## src/rtl/spi_if_rw.sv

```systemverilog
// spi_if_rw: SPI slave for modes 00/11 with a read/write command bit,
// generic address/data widths, burst transfers with optional address
// auto-increment, write strobes and a sticky error flag. All logic runs
// on rising sck; cs_n is sampled synchronously.
//
// Frame layout (cs_n low): 1 command bit (1 = read), ADDR_W address bits,
// then any number of DATA_W-bit words, everything MSB first.
// Read words cost DATA_W+1 edges (one RD fetch edge with sdo = 0);
// write words cost DATA_W edges with no gap.
//
// Memory handshake (no back-pressure, the memory must always accept):
//   - read:  rd_en_o is high for exactly the RD cycle; data_mem_i and
//            alarm_sig_i are sampled on the sck edge that ends it.
//   - write: wr_en_o, wr_data_o and addr_mem_o form a one-cycle request;
//            the memory commits it on the sck edge that ends that cycle.
//   - addr_mem_o is only meaningful while rd_en_o or wr_en_o is high.
module spi_if_rw #(
    parameter int ADDR_W   = 5,
    parameter int DATA_W   = 16,
    parameter int AUTO_INC = 1
) (
    input  logic              sck,
    input  logic              rst_n,
    input  logic              cs_n,
    input  logic              sdi,
    output logic              sdo,
    output logic              err_flag,
    input  logic [DATA_W-1:0] data_mem_i,
    input  logic              alarm_sig_i,
    output logic [ADDR_W-1:0] addr_mem_o,
    output logic              rd_en_o,
    output logic              wr_en_o,
    output logic [DATA_W-1:0] wr_data_o
);

    localparam int MAX_W = (ADDR_W > DATA_W) ? ADDR_W : DATA_W;
    localparam int CNT_W = $clog2(MAX_W);
    localparam logic [CNT_W-1:0]  ADDR_LAST = CNT_W'(ADDR_W - 1);
    localparam logic [CNT_W-1:0]  DATA_LAST = CNT_W'(DATA_W - 1);
    localparam logic [CNT_W-1:0]  CNT_ONE   = CNT_W'(1);
    localparam logic [ADDR_W-1:0] ADDR_STEP = (AUTO_INC != 0) ? ADDR_W'(1) : '0;

    typedef enum logic [2:0] {
        ST_CMD  = 3'd0,
        ST_ADDR = 3'd1,
        ST_RD   = 3'd2,
        ST_TX   = 3'd3,
        ST_RX   = 3'd4
    } state_t;

    state_t            state_q,   state_d;
    logic [CNT_W-1:0]  bit_cnt_q, bit_cnt_d;
    logic [ADDR_W-1:0] addr_q,    addr_d;
    logic [DATA_W-1:0] shreg_q,   shreg_d;
    logic              rw_q,      rw_d;
    logic              sdo_q,     sdo_d;
    logic              wr_en_q,   wr_en_d;
    logic [DATA_W-1:0] wr_data_q, wr_data_d;
    logic              err_q,     err_d;

    logic [ADDR_W-1:0] addr_shift;
    logic [DATA_W-1:0] shreg_shift;
    logic [DATA_W-1:0] tx_word;

    // Next-state and next-output logic for the whole frame sequencer.
    always_comb begin
        state_d     = state_q;
        bit_cnt_d   = bit_cnt_q;
        addr_d      = addr_q;
        shreg_d     = shreg_q;
        rw_d        = rw_q;
        sdo_d       = sdo_q;
        wr_en_d     = 1'b0;
        wr_data_d   = wr_data_q;
        err_d       = err_q;

        addr_shift  = (addr_q << 1) | ADDR_W'(sdi);
        shreg_shift = (shreg_q << 1) | DATA_W'(sdi);
        tx_word     = shreg_q << bit_cnt_q;

        // The pending write is committed by the memory on this edge, so the
        // address moves on whether or not the frame continues.
        if (wr_en_q) begin
            addr_d = addr_q + ADDR_STEP;
        end

        if (cs_n) begin
            state_d   = ST_CMD;
            bit_cnt_d = '0;
            sdo_d     = 1'b0;
            // Deselect in the middle of the address or of a data word.
            if ((state_q == ST_ADDR) ||
                (((state_q == ST_TX) || (state_q == ST_RX)) && (bit_cnt_q != '0))) begin
                err_d = 1'b1;
            end
        end else begin
            case (state_q)
                ST_CMD: begin
                    rw_d      = sdi;
                    err_d     = 1'b0;
                    sdo_d     = 1'b0;
                    bit_cnt_d = '0;
                    state_d   = ST_ADDR;
                end
                ST_ADDR: begin
                    addr_d = addr_shift;
                    sdo_d  = 1'b0;
                    if (bit_cnt_q == ADDR_LAST) begin
                        bit_cnt_d = '0;
                        state_d   = rw_q ? ST_RD : ST_RX;
                    end else begin
                        bit_cnt_d = bit_cnt_q + CNT_ONE;
                    end
                end
                ST_RD: begin
                    shreg_d = data_mem_i;
                    if (!alarm_sig_i) begin
                        err_d = 1'b1;
                    end
                    sdo_d     = 1'b0;
                    bit_cnt_d = '0;
                    state_d   = ST_TX;
                end
                ST_TX: begin
                    sdo_d = tx_word[DATA_W-1];
                    if (bit_cnt_q == DATA_LAST) begin
                        bit_cnt_d = '0;
                        addr_d    = addr_q + ADDR_STEP;
                        state_d   = ST_RD;
                    end else begin
                        bit_cnt_d = bit_cnt_q + CNT_ONE;
                    end
                end
                ST_RX: begin
                    shreg_d = shreg_shift;
                    sdo_d   = 1'b0;
                    if (bit_cnt_q == DATA_LAST) begin
                        bit_cnt_d = '0;
                        wr_en_d   = 1'b1;
                        wr_data_d = shreg_shift;
                    end else begin
                        bit_cnt_d = bit_cnt_q + CNT_ONE;
                    end
                end
                default: begin
                    state_d   = ST_CMD;
                    bit_cnt_d = '0;
                end
            endcase
        end
    end

    // State and registered outputs; reset clears a frame in progress at once.
    always_ff @(posedge sck or negedge rst_n) begin
        if (!rst_n) begin
            state_q   <= ST_CMD;
            bit_cnt_q <= '0;
            addr_q    <= '0;
            shreg_q   <= '0;
            rw_q      <= 1'b0;
            sdo_q     <= 1'b0;
            wr_en_q   <= 1'b0;
            wr_data_q <= '0;
            err_q     <= 1'b0;
        end else begin
            state_q   <= state_d;
            bit_cnt_q <= bit_cnt_d;
            addr_q    <= addr_d;
            shreg_q   <= shreg_d;
            rw_q      <= rw_d;
            sdo_q     <= sdo_d;
            wr_en_q   <= wr_en_d;
            wr_data_q <= wr_data_d;
            err_q     <= err_d;
        end
    end

    assign sdo        = sdo_q;
    assign err_flag   = err_q;
    assign addr_mem_o = addr_q;
    assign rd_en_o    = (state_q == ST_RD);
    assign wr_en_o    = wr_en_q;
    assign wr_data_o  = wr_data_q;

endmodule

```

## config.mk

```make
export PLATFORM = sky130hd
export DESIGN_NAME = spi_if_rw
export DESIGN_NICKNAME = d
export VERILOG_FILES = /design/src/rtl/spi_if_rw.sv
export SDC_FILE = /design/constraint.sdc
export NUM_CORES = 1
export LEC_CHECK = 0
export CORE_UTILIZATION = 52
export DETAILED_ROUTE_END_ITERATION = 6
export PLACE_DENSITY = 0.86
export SYNTH_ARGS = -nofsm -noshare
export SYNTH_HDL_FRONTEND = slang
export SYNTH_SLANG_ARGS = --single-unit
```

## constraint.sdc

```tcl
create_clock -name sck -period 2.7 [get_ports sck]
set_input_delay 0.54 -clock sck [delete_from_list [all_inputs] [get_ports sck]]
set_output_delay 0.54 -clock sck [all_outputs]
set_load 0.1 [all_outputs]
```

**Word level (Yosys, flattened, before mapping)**

Cells that the tools add are included.

- Bits in registers: 48
- Latch bits: 0
- RAM bits: 0
- Bits in read-only memories: 0
- Input port bits: 21
- Word-level logic and storage cells: 64
- Memories kept: 0

- Add/subtract/negate cells: 2
- Multipliers: 0
- Div/mod/pow operators: 0
- $lt $le $gt $ge: 0
- Eq/ne operators: 11
- Shift-type cells: 1
- Muxes and demuxes: 23
- Bitwise logic cells: 3
- Reduce and logical (&&, ||, !) cells: 15

Operator list:

| cell | number |
|---|---|
| case mux 16 bit (2 select lines) | 1 |
| bitwise OR 16 x 1 -> 16 bit | 1 |
| left shift 16 x 4 -> 16 bit | 1 |
| 2-to-1 mux 5 bit | 3 |
| case mux 3 bit (5 select lines) | 1 |
| 2-to-1 mux 3 bit | 4 |
| 2-to-1 mux 4 bit | 3 |
| case mux 5 bit (2 select lines) | 1 |
| AND reduction 3 bit | 3 |
| case mux 4 bit (2 select lines) | 1 |
| 2-to-1 mux 1 bit | 7 |
| equality test 3 x 2 -> 1 bit, second input constant | 2 |
| != test 3 x 2 -> 1 bit, second input constant | 2 |
| nonzero test 3 bit | 2 |
| adder 5 x 1 -> 5 bit, second input constant | 1 |
| bitwise OR 5 x 1 -> 5 bit | 1 |
| adder 4 x 1 -> 4 bit, second input constant | 1 |
| equality test 4 x 3 -> 1 bit, second input constant | 1 |
| equality test 4 bit, second input constant | 1 |
| case mux 1 bit (2 select lines) | 2 |
| AND reduction 2 bit | 2 |
| nonzero test 4 bit | 1 |
| OR reduction 4 bit | 1 |
| equality test 3 x 1 -> 1 bit, second input constant | 1 |
| other kinds (10) | 11 |

**Depth between registers and ports, before layout**

Gate-level depths: netlist of run 1.

- Depth after elaboration: 6
- Depth in mapped cells: 7

**Least setup slack after synthesis of run 1**

Ideal clock, no wire load.

- Path type: register to output
- Start point: reg state_q[1]
- End point: out rd_en_o
- Arrival time: 2.929 ns
- Data required time: 2.160 ns
- Setup slack: -0.769 ns
- Cell stages (with the launch flop): 4
- Cells stage by stage: dfrtp_1 buf_6 clkbuf_1 nor3b_1

- Longest elaborated chain between the ends: 1

Ends and longest elaborated chain:

| element | line | source |
|---|---|---|
| start: declaration | 51 | `state_t state_q, state_d;` |
| start signal: assignment | 166 | `state_q <= state_d;` |
| equality test 3 x 2 -> 1 bit | 181 | `assign rd_en_o = (state_q == ST_RD);` |
| end: declaration | 31 | `output logic rd_en_o,` |

No other way between the ends.

**Worst setup path in the final report of run 1**

- Start point: reg bit_cnt_q[0]
- End point: reg wr_data_q[14] (netlist: wr_data_o[14])

- Longest elaborated chain between the ends: 2

Ends and longest elaborated chain:

| element | line | source |
|---|---|---|
| start: declaration | 52 | `logic [CNT_W-1:0] bit_cnt_q, bit_cnt_d;` |
| start signal: assignment | 167 | `bit_cnt_q <= bit_cnt_d;` |
| equality test 4 bit | 137 | `if (bit_cnt_q == DATA_LAST) begin` |
| AND reduction 3 bit (no line) | - |  |
| end signal: assignment | 173 | `wr_data_q <= wr_data_d;` |
| end: declaration | 58 | `logic [DATA_W-1:0] wr_data_q, wr_data_d;` |

No other way between the ends.
A chain may end at the register's enable or synchronous reset.

==> reports/qor.log, run 1 <==
qor: outcome.outcome finished clean
qor: detailed_routing.drt-pass1-iter-count 4
qor: timing.timing.fmax 456 MHz
qor: grt.grt_first_pass_wirelength 8.85 mm
qor: layout.finalNetCount 291
qor: grt.grt_pass1_vias 1861
qor: placement.port-buffer-count 45
qor: synth.synthCells 226
qor: power_and_ir_drop.power_leakage 1.48 nW
qor: grt.grt_use_total 0.223
qor: synth.synth.largest_area_cell sky130_fd_sc_hd__dfrtp_1
qor: clock_tree.cts_root_buffer sky130_fd_sc_hd__clkbuf_8
qor: timing.period_share 0.813
qor: layout.utilization 0.674
qor: critical_path.criticalPathCategory flop to flop
qor: power_and_ir_drop.combinationalPowerShare 0.389
qor: synth.main_combinational_cell_family_by_area_after_synthesis multiplexers
qor: placement.place_area 2940 sq um
qor: clock_tree.cts.repair.resized 0
qor: floorplanning.rows 24
qor: clock_tree.cts_post_setup_buffers_inserted 0
qor: floorplanning.initial_core_util 0.557
qor: layout.antenna_cells_inserted 0
qor: critical_path.ff2ff_setup_slack 500 ps
qor: detailed_routing.drc 0
qor: timing.timing.final.hold_violations 0
qor: synth.synth.cells.most_frequent 48 x sky130_fd_sc_hd__dfrtp_1, 22 x sky130_fd_sc_hd__o21ai_0, 21 x sky130_fd_sc_hd__nand2_1, 16 x sky130_fd_sc_hd__mux2i_1, 14 x sky130_fd_sc_hd__clkbuf_1
qor: synth.synth_area 2510 sq um
qor: placement.hpwl 3.45 mm
qor: synth.area_fraction_in_compound_gates_after_synthesis 0.123
qor: detailed_routing.routed_wirelength 5.16 mm
qor: layout.layout.cells.non_filler 320
qor: floorplanning.core 4500 sq um
qor: critical_path.timing.critical_path.fanout_max 13
qor: critical_path.critPathCaptureType flop
qor: synth.synth.ff_latch_count 48
qor: power_and_ir_drop.internal-power 0.00146 W
qor: floorplanning.io_pins 46
qor: placement.pre_cts_ws 512 ps
qor: placement.dp_cells 312
qor: timing.final_max_slew_viol_count 0
qor: clock_tree.cts_stage_hold_buffer_count 0
qor: grt.gr-total-overflow 0
qor: synth.synth-edff-count 0
qor: power_and_ir_drop.p_sw_frac 0.431
qor: timing.finalWorstPathRequiredPeriod 2200 ps
qor: grt.antenna_found_initial 0
qor: hold_path.worst_hold_path_type input port to async pin
qor: timing.setup_repair_after_global_routing_missed_its_margin no
qor: floorplanning.die_width 71.5 um
qor: timing.tightest_slew 607 ps
qor: timing.relSlewSlack 0.596
qor: power_and_ir_drop.net-switching-power 0.00110 W
qor: detailed_routing.drt.antenna.violating_nets 0
qor: layout.filler_cell_count 350
qor: synth.yosys.area_share.xor_xnor 0.0244
qor: critical_path.source_of_the_worst_register_to_register_timing_path bit_cnt_q[0]
qor: critical_path.setup.worst_path.start bit_cnt_q[0]
qor: synth.synth_fp_nets 250
qor: synth.post-synth-top-count-cell sky130_fd_sc_hd__dfrtp_1
qor: clock_tree.cts_tree yes
qor: layout.postLayoutCellArea 3040 sq um
qor: synth.yosysSeqAreaShare 0.478
qor: timing.setup_viol 0
qor: synth.yosys-top-cells-area sky130_fd_sc_hd__dfrtp_1 48%, sky130_fd_sc_hd__mux2i_1 6.4%, sky130_fd_sc_hd__mux2_4 5.4%
qor: clock_tree.clk_transition_reported_paths 90 ps
qor: synth.synth_top_area_frac 0.478
qor: synth.synth-async-reset-ratio 1.00
qor: timing.worst_slack 505 ps
qor: critical_path.data_required_time_of_the_critical_path 2890 ps
qor: critical_path.regToRegEndpoint wr_data_o[14]
qor: synth.yosys.area_share.simple 0.125
qor: critical_path.critical_path.endpoint wr_data_o[14]
qor: critical_path.startpoint_type flop
qor: critical_path.timing.reg2reg.worst_path_depth 5
qor: detailed_routing.dr.first_iter.drc_count 97
qor: synth.syn_area_per_cell 11.1 sq um
qor: power_and_ir_drop.sequentialPowerShare 0.435
qor: synth.yosysWarnings 0
qor: power_and_ir_drop.power-per-cell-area 844 nW/um^2
qor: grt.grt_max_degree 49
qor: placement.gp_congestion 0.882
qor: timing.timing.clock.skew 5.11 ps
qor: clock_tree.cts-root-to-sink-buffers 2
qor: floorplanning.floorplan.die.height 71.5 um
qor: clock_tree.clkSinkCount 48
qor: clock_tree.worstSkewPairLatency 300 ps
qor: layout.fraction_of_layout_instances_using_a_drive_strength_above_1 0.257
qor: clock_tree.htreeDepth 2
qor: detailed_routing.detailroute.via_count 1901
qor: timing.fin_setup_tns 0 ps
qor: synth.synth.area.mux_share 0.194
qor: critical_path.cp.arrival 2390 ps
qor: power_and_ir_drop.vdd_drop_max 491 uV
qor: floorplanning.die-area 5110 sq um
qor: layout.syn2layout_area_growth 20.9%
qor: detailed_routing.wl_per_cell 16.1 um
qor: clock_tree.cts-buffers-inserted 5
qor: critical_path.slowest_delay 590 ps
qor: synth.number_of_distinct_library_cells_after_synthesis 46
qor: synth.dominantRegCellSynth sky130_fd_sc_hd__dfrtp_1
qor: synth.synth_fa_ha_area_frac 0.0149
qor: power_and_ir_drop.power.clock.fraction 0.175
qor: critical_path.crit_slowest_cell sky130_fd_sc_hd__dfrtp_1
qor: critical_path.path_cells ha_1 > nand3_1 > nor3_4 > buf_12 > mux2_2
qor: detailed_routing.post_drt_via_cell_ratio 5.94
qor: job.max_cap_violations 0
## logic make-up (layout without fill, tap and decap cells)
kind of cell / count (synthesis) / count (layout)
compound gates: 49 / 49
xor+xnor: 7 / 7
mux: 39 / 39
buf+inv: 21 / 63
flops: 48 / 48
fa+ha+maj: 3 / 3
simple gates: 59 / 59
## power groups by stage
stage	sequential (W)	clock, W	combinational (W)
after CTS	0.00111	0.000462	0.000996
final	0.00112	0.000449	0.000998
after detailed placement	0.00113	0	0.000991
after global routing	0.00115	0.000488	0.00108
after floorplan	0.00134	0	0.000522
after global placement	0.00111	0	0.000962
## sequential cells by signal, summed over array words and instances, names as in the netlist
name,flops
addr_mem_o,5
state_q,3
sdo,1
err_flag,1
wr_en_o,1
rw_q,1
wr_data_o,16
bit_cnt_q,4
shreg_q,16
## routing by layer
layer / track usage / share of wire
met1: 0.305 / 0.47
met2: 0.356 / 0.48
met3: 0.0534 / 0.041
met4: 0.0675 / 0.010
met5: 0 / 0
## area by class of cell
type                            count  area, sq um  share of cell area
Clock buffer                        6         82.6              0.0272
Inverter                            2         7.51             0.00247
Multi-Input combinational cell    157         1210               0.400
Sequential cell                    48         1200               0.396
Tap cell                           52         65.1              0.0214
Timing Repair Buffer               53          455               0.150
Clock inverter                      2         10.0             0.00330
## critical path, delay by kind of cell, from the launching register on
kind          cells  cell delay [ps]
flops             1              590
buf+inv           1              220
fa+ha+maj         1              280
simple gates      2              650
mux               1              340
## worst min-delay path by stage
stage,startpoint,end,slack [ps]
6_report,rst_n,wr_data_o[7],330
5_1_grt,rst_n,wr_data_o[7],380
4_1_cts,rst_n,wr_data_o[7],340
3_5_place_dp,shreg_q[15],shreg_q[15],490
3_3_place_gp,shreg_q[15],shreg_q[15],470
2_1_floorplan,rst_n,addr_mem_o[0],240
## metrics by stage
step	hold slack [ps]	power, W
3_5_place_dp	489	0.00212
6_report	331	0.00256
4_1_cts	339	0.00257
3_3_place_gp	466	0.00208
5_1_grt	380	0.00272
2_1_floorplan	244	0.00186
## layout by cell type (no fill, tap or decap), types with 6 or more instances in the layout
cell,instances
sky130_fd_sc_hd__mux2i_1,16
sky130_fd_sc_hd__a21oi_1,6
sky130_fd_sc_hd__clkdlybuf4s50_1,19
sky130_fd_sc_hd__dfrtp_1,48
sky130_fd_sc_hd__mux2_4,9
sky130_fd_sc_hd__mux2_2,11
sky130_fd_sc_hd__clkbuf_8,6
sky130_fd_sc_hd__nor3_1,7
sky130_fd_sc_hd__nand2_1,21
sky130_fd_sc_hd__o21ai_0,22
sky130_fd_sc_hd__buf_4,32
Note: power is estimated with default switching activity, not from simulation.
==> run 2: changes to the inputs <==
==> constraint.sdc (replaced) <==
create_clock -name sck -period 2.05 [get_ports sck]
set_input_delay 0.41 -clock sck [delete_from_list [all_inputs] [get_ports sck]]
set_output_delay 0.41 -clock sck [all_outputs]
set_load 0.1 [all_outputs]
==> reports/qor.log, run 2 (synthesized netlist as in run 1, its figures left out) <==
qor: timing.setup_viol 0
qor: clock_tree.clkSinkCount 48
qor: critical_path.timing.critical_path.fanout_max 17
qor: timing.timing.fmax 561 MHz
qor: critical_path.startpoint_type flop
qor: grt.gr-total-overflow 0
qor: critical_path.slowest_delay 510 ps
qor: critical_path.critPathCaptureType flop
qor: detailed_routing.drt.antenna.violating_nets 0
qor: grt.grt_first_pass_wirelength 8.66 mm
qor: clock_tree.cts.repair.resized 0
qor: critical_path.cp_top_family simple AND/OR/NAND/NOR gates
qor: grt.grt_pass1_vias 1827
qor: detailed_routing.drc 0
qor: layout.postLayoutCellArea 3130 sq um
qor: clock_tree.cts_root_buffer sky130_fd_sc_hd__clkbuf_8
qor: floorplanning.initial_core_util 0.557
qor: floorplanning.die-area 5110 sq um
qor: timing.period_share 0.870
qor: clock_tree.worstSkewPairLatency 300 ps
qor: power_and_ir_drop.power_leakage 1.51 nW
qor: layout.finalNetCount 296
qor: timing.timing.clock.skew 9.58 ps
qor: power_and_ir_drop.vdd_drop_max 529 uV
qor: clock_tree.cts_tree yes
qor: critical_path.path_cells or3b_1 > nor3_4 > buf_12 > mux2_2
qor: detailed_routing.drt-pass1-iter-count 4
qor: layout.most_used_cells_in_the_layout_excluding_fill_and_tap_cells 48 x sky130_fd_sc_hd__dfrtp_1, 32 x sky130_fd_sc_hd__buf_4, 22 x sky130_fd_sc_hd__o21ai_0
qor: timing.setup_repair_after_global_routing_missed_its_margin no
qor: floorplanning.floorplan.die.height 71.5 um
qor: clock_tree.htreeDepth 2
qor: clock_tree.cts-buffers-inserted 5
qor: critical_path.criticalPathCategory flop to flop
qor: floorplanning.die_width 71.5 um
qor: placement.hpwl 3.65 mm
qor: timing.finalWorstPathRequiredPeriod 1780 ps
qor: detailed_routing.post_drt_via_cell_ratio 5.83
qor: layout.mostFrequentLayoutCell sky130_fd_sc_hd__dfrtp_1
qor: clock_tree.cts_post_setup_buffers_inserted 0
qor: critical_path.data_required_time_of_the_critical_path 2250 ps
qor: timing.final_max_slew_viol_count 0
qor: detailed_routing.dr.first_iter.drc_count 62
qor: placement.port-buffer-count 45
qor: detailed_routing.wl_per_cell 16.0 um
qor: layout.fraction_of_layout_instances_using_a_drive_strength_above_1 0.264
qor: detailed_routing.routed_wirelength 5.19 mm
qor: timing.timing.final.hold_violations 0
qor: critical_path.crit_slowest_cell sky130_fd_sc_hd__dfrtp_1
qor: timing.holdWs 73.1 ps
qor: clock_tree.clk_transition_reported_paths 90 ps
qor: hold_path.worst_hold_path_type input port to async pin
qor: clock_tree.cts-root-to-sink-buffers 2
qor: timing.relSlewSlack 0.647
qor: floorplanning.io_pins 46
qor: critical_path.critical_path.n_buffers_inverters 1
qor: power_and_ir_drop.power-per-cell-area 1100 nW/um^2
qor: grt.grt_max_degree 33
qor: floorplanning.rows 24
qor: placement.gp_congestion 0.867
qor: layout.antenna_cells_inserted 0
qor: outcome.outcome finished clean
qor: timing.tightest_slew 529 ps
qor: timing.fin_setup_tns 0 ps
qor: detailed_routing.detailroute.via_count 1894
qor: clock_tree.cts_stage_hold_buffer_count 0
qor: job.max_cap_violations 0
qor: critical_path.source_of_the_worst_register_to_register_timing_path state_q[2]
qor: grt.grt_use_total 0.221
qor: placement.place_area 3050 sq um
qor: critical_path.setup.worst_path.start state_q[2]
qor: layout.syn2layout_area_growth 24.8%
qor: grt.antenna_found_initial 0
qor: floorplanning.core 4500 sq um
qor: critical_path.cp.arrival 1980 ps
-- run 2: power breakdown --
group | internal (W) | switching, W | total, W
Combinational | 0.000577 | 0.000864 | 0.00144
Clock | 0.000244 | 0.000310 | 0.000554
Sequential | 0.00117 | 0.000294 | 0.00147
Total | 0.00199 | 0.00147 | 0.00346
-- run 2: final timing paths --
path | endpoint | slack [ps] | depth (start not counted)
max | wr_data_o[3] | 270 | 4
min | wr_data_o[12] | 70 | 1
max reg2reg | wr_data_o[3] | 270 | 4
min reg2reg | shreg_q[15] | 510 | 2
max in group asynchronous | bit_cnt_q[2] | 1370 | 2
min in group sck | shreg_q[15] | 510 | 2
-- run 2: layer usage --
layer	GRT usage	up-vias	part of all wire	routed length [um]
met4	0.0806	0	0.016	85
met5	0	-	0	0
li1	-	910	-	-
met2	0.361	45	0.48	2510
met3	0.0450	8	0.043	223
met1	0.296	931	0.46	2370
-- run 2: area by class of cell --
class	instances	area, sq um
repair buffers	58	556
inverters	2	7.51
well taps	52	65.1
multi-input cells	157	1220
fillers	331	1370
clock inverters	1	8.76
clock buffers	7	76.3
flip-flops and latches	48	1200
-- run 2: per-stage QoR --
| stage | instances | utilization | total power (W) | setup slack, ps |
|---|---|---|---|---|
| 6_report | 325 | 0.696 | 0.00346 | 267 |
| 5_1_grt | 325 | 0.696 | 0.00365 | 158 |
| 4_1_cts | 325 | 0.696 | 0.00348 | 258 |
| 3_3_place_gp | 317 | 0.677 | 0.00286 | 143 |
| 2_1_floorplan | 226 | - | 0.00246 | 4.54 |
| 3_5_place_dp | 317 | 0.677 | 0.00292 | 127 |
==> run 3: changes to the inputs <==
--- a/config.mk
+++ b/config.mk
@@ -6,8 +6,10 @@
 export NUM_CORES = 1
 export LEC_CHECK = 0
 export CORE_UTILIZATION = 52
+export CTS_CLUSTER_DIAMETER = 120
 export DETAILED_ROUTE_END_ITERATION = 6
 export PLACE_DENSITY = 0.86
+export RECOVER_POWER = 100
 export SYNTH_ARGS = -nofsm -noshare
 export SYNTH_HDL_FRONTEND = slang
 export SYNTH_SLANG_ARGS = --single-unit
==> reports/qor.log, run 3 (synthesized netlist as in run 1, its figures left out) <==
qor: critical_path.crit_slowest_cell sky130_fd_sc_hd__dlygate4sd3_1
qor: floorplanning.io_pins 46
qor: critical_path.critical_path.n_buffers_inverters 2
qor: power_and_ir_drop.p_sw_frac 0.436
qor: floorplanning.die-area 5110 sq um
qor: layout.finalNetCount 296
qor: floorplanning.initial_core_util 0.557
qor: power_and_ir_drop.vdd_drop_max 438 uV
qor: layout.utilization 0.661
qor: floorplanning.die_width 71.5 um
qor: critical_path.slowest_delay 590 ps
qor: critical_path.cp.arrival 1980 ps
qor: power_and_ir_drop.net-switching-power 0.00145 W
qor: placement.pre_cts_ws 127 ps
qor: power_and_ir_drop.sequentialPowerShare 0.435
qor: timing.timing.clock.skew 10.1 ps
qor: timing.tightest_slew 1260 ps
qor: detailed_routing.wl_per_cell 16.0 um
qor: floorplanning.core 4500 sq um
qor: floorplanning.rows 24
qor: grt.grt_use_total 0.221
qor: timing.relSlewSlack 0.157
qor: clock_tree.cts-buffers-inserted 5
qor: clock_tree.clkSinkCount 48
qor: critical_path.critPathCaptureType flop
qor: critical_path.cp_top_family buffers and inverters
qor: placement.dp_cells 317
qor: timing.final_max_slew_viol_count 0
qor: detailed_routing.routed_wirelength 5.19 mm
qor: layout.multi_input_gate_area_in_the_final_layout 1180 sq um
qor: clock_tree.clk_transition_reported_paths 90 ps
qor: grt.antenna_found_initial 0
qor: timing.worst_slack 237 ps
qor: layout.filler_cell_count 359
qor: timing.timing.fmax 552 MHz
qor: power_and_ir_drop.power-per-cell-area 1120 nW/um^2
qor: clock_tree.htreeDepth 2
qor: layout.most_used_cells_in_the_layout_excluding_fill_and_tap_cells 48 x sky130_fd_sc_hd__dfrtp_1, 26 x sky130_fd_sc_hd__clkbuf_2, 22 x sky130_fd_sc_hd__o21ai_0
qor: detailed_routing.drt.antenna.violating_nets 0
qor: grt.grt_pass1_vias 1827
qor: detailed_routing.drt-pass1-iter-count 4
qor: critical_path.path_cells dlygate4sd3_1 > or3_1 > clkbuf_2 > nand2_1 > o21ai_0
qor: power_and_ir_drop.power.clock.fraction 0.167
qor: critical_path.startpoint_type input port
qor: timing.setup_viol 0
qor: grt.grt_first_pass_wirelength 8.66 mm
qor: timing.period_share 0.884
qor: clock_tree.worstSkewPairLatency 300 ps
qor: power_and_ir_drop.combinationalPowerShare 0.398
qor: timing.fin_setup_tns 0 ps
qor: timing.setup_repair_after_global_routing_missed_its_margin no
qor: layout.syn2layout_area_growth 18.6%
qor: job.max_cap_violations 0
qor: clock_tree.cts.repair.resized 0
qor: clock_tree.cts_post_setup_buffers_inserted 0
qor: clock_tree.cts_tree yes
qor: floorplanning.floorplan.die.height 71.5 um
qor: timing.timing.final.hold_violations 0
qor: power_and_ir_drop.power_leakage 1.47 nW
qor: layout.mostFrequentLayoutCell sky130_fd_sc_hd__dfrtp_1
qor: layout.antenna_cells_inserted 0
qor: detailed_routing.drc 0
qor: clock_tree.cts_root_buffer sky130_fd_sc_hd__clkbuf_8
qor: timing.finalWorstPathRequiredPeriod 1810 ps
qor: grt.gr-total-overflow 0
qor: critical_path.timing.critical_path.fanout_max 32
qor: placement.port-buffer-count 45
qor: layout.layout.cells.non_filler 325
qor: placement.gp_congestion 0.867
qor: critical_path.criticalPathCategory input port to flop
qor: layout.fraction_of_layout_instances_using_a_drive_strength_above_1 0.227
qor: outcome.outcome finished clean
qor: grt.grt_max_degree 33
qor: detailed_routing.dr.first_iter.drc_count 91
qor: power_and_ir_drop.internal-power 0.00188 W
qor: detailed_routing.detailroute.via_count 1910
qor: placement.hpwl 3.65 mm
qor: clock_tree.cts_stage_hold_buffer_count 0
qor: layout.seq_area 1200 sq um
qor: detailed_routing.post_drt_via_cell_ratio 5.88
qor: critical_path.data_required_time_of_the_critical_path 2220 ps
qor: clock_tree.cts-root-to-sink-buffers 2
qor: hold_path.worst_hold_path_type input port to async pin
[run 3: changes by cell type in the layout (fill, tap and decap cells not counted), sizes merged]
cell	change
buf	-28
clkbuf	+28
clkdlybuf4s50	-1
dlygate4sd3	+1
[run 3: power by group through the flow]
stage | logic [W] | clock network [W] | registers [W]
4_1_cts | 0.00145 | 0.000569 | 0.00146
3_3_place_gp | 0.00140 | 0 | 0.00146
3_5_place_dp | 0.00144 | 0 | 0.00148
2_1_floorplan | 0.000694 | 0 | 0.00176
6_report | 0.00133 | 0.000556 | 0.00145
5_1_grt | 0.00143 | 0.000605 | 0.00148
[run 3: layout make-up]
| class | count | share of cell area |
|---|---|---|
| clock buffer | 7 | 0.0256 |
| clock inverter | 1 | 0.00294 |
| timing repair buffer | 58 | 0.146 |
| tap | 52 | 0.0218 |
| sequential | 48 | 0.403 |
| multi-input combinational | 157 | 0.397 |
| inverter | 2 | 0.00252 |
[run 3: final timing paths]
kind	slack, ps	depth (start not counted)	end	from
worst min-delay path	350	1	wr_data_o[12]	rst_n
worst max register to register	270	6	shreg_q[4]	state_q[1]
worst max-delay path	240	5	shreg_q[4]	cs_n
worst min register to register	500	1	wr_data_o[4]	wr_data_o[4]
min in group sck	500	1	wr_data_o[4]	wr_data_o[4]
max in group asynchronous	530	2	shreg_q[1]	rst_n
[run 3: metal layers]
metal | up-vias | part of all wire | GRT usage | routed length, um
li1 | 915 | - | - | -
met1 | 938 | 0.45 | 0.296 | 2360
met2 | 49 | 0.48 | 0.361 | 2510
met3 | 8 | 0.047 | 0.0450 | 242
met4 | 0 | 0.016 | 0.0806 | 85
met5 | - | 0 | 0 | 0
[run 3: per-stage QoR]
step / hold WS, ps / total power [W] / cell area (sq um)
floorplan: 114 / 0.00246 / 2520
global placement: 411 / 0.00286 / 3050
detailed placement: 427 / 0.00292 / 3050
CTS: 91.2 / 0.00348 / 3130
global route: 464 / 0.00352 / 2980
finish: 354 / 0.00333 / 2980
[run 3: worst reg2reg max path, stage by stage, from the launching register on]
cell                       delay, ps
sky130_fd_sc_hd__dfrtp_1         390
sky130_fd_sc_hd__buf_4           200
sky130_fd_sc_hd__xnor2_1         130
sky130_fd_sc_hd__or3_1           300
sky130_fd_sc_hd__clkbuf_2        350
sky130_fd_sc_hd__nand2_1         180
sky130_fd_sc_hd__o21ai_0         100
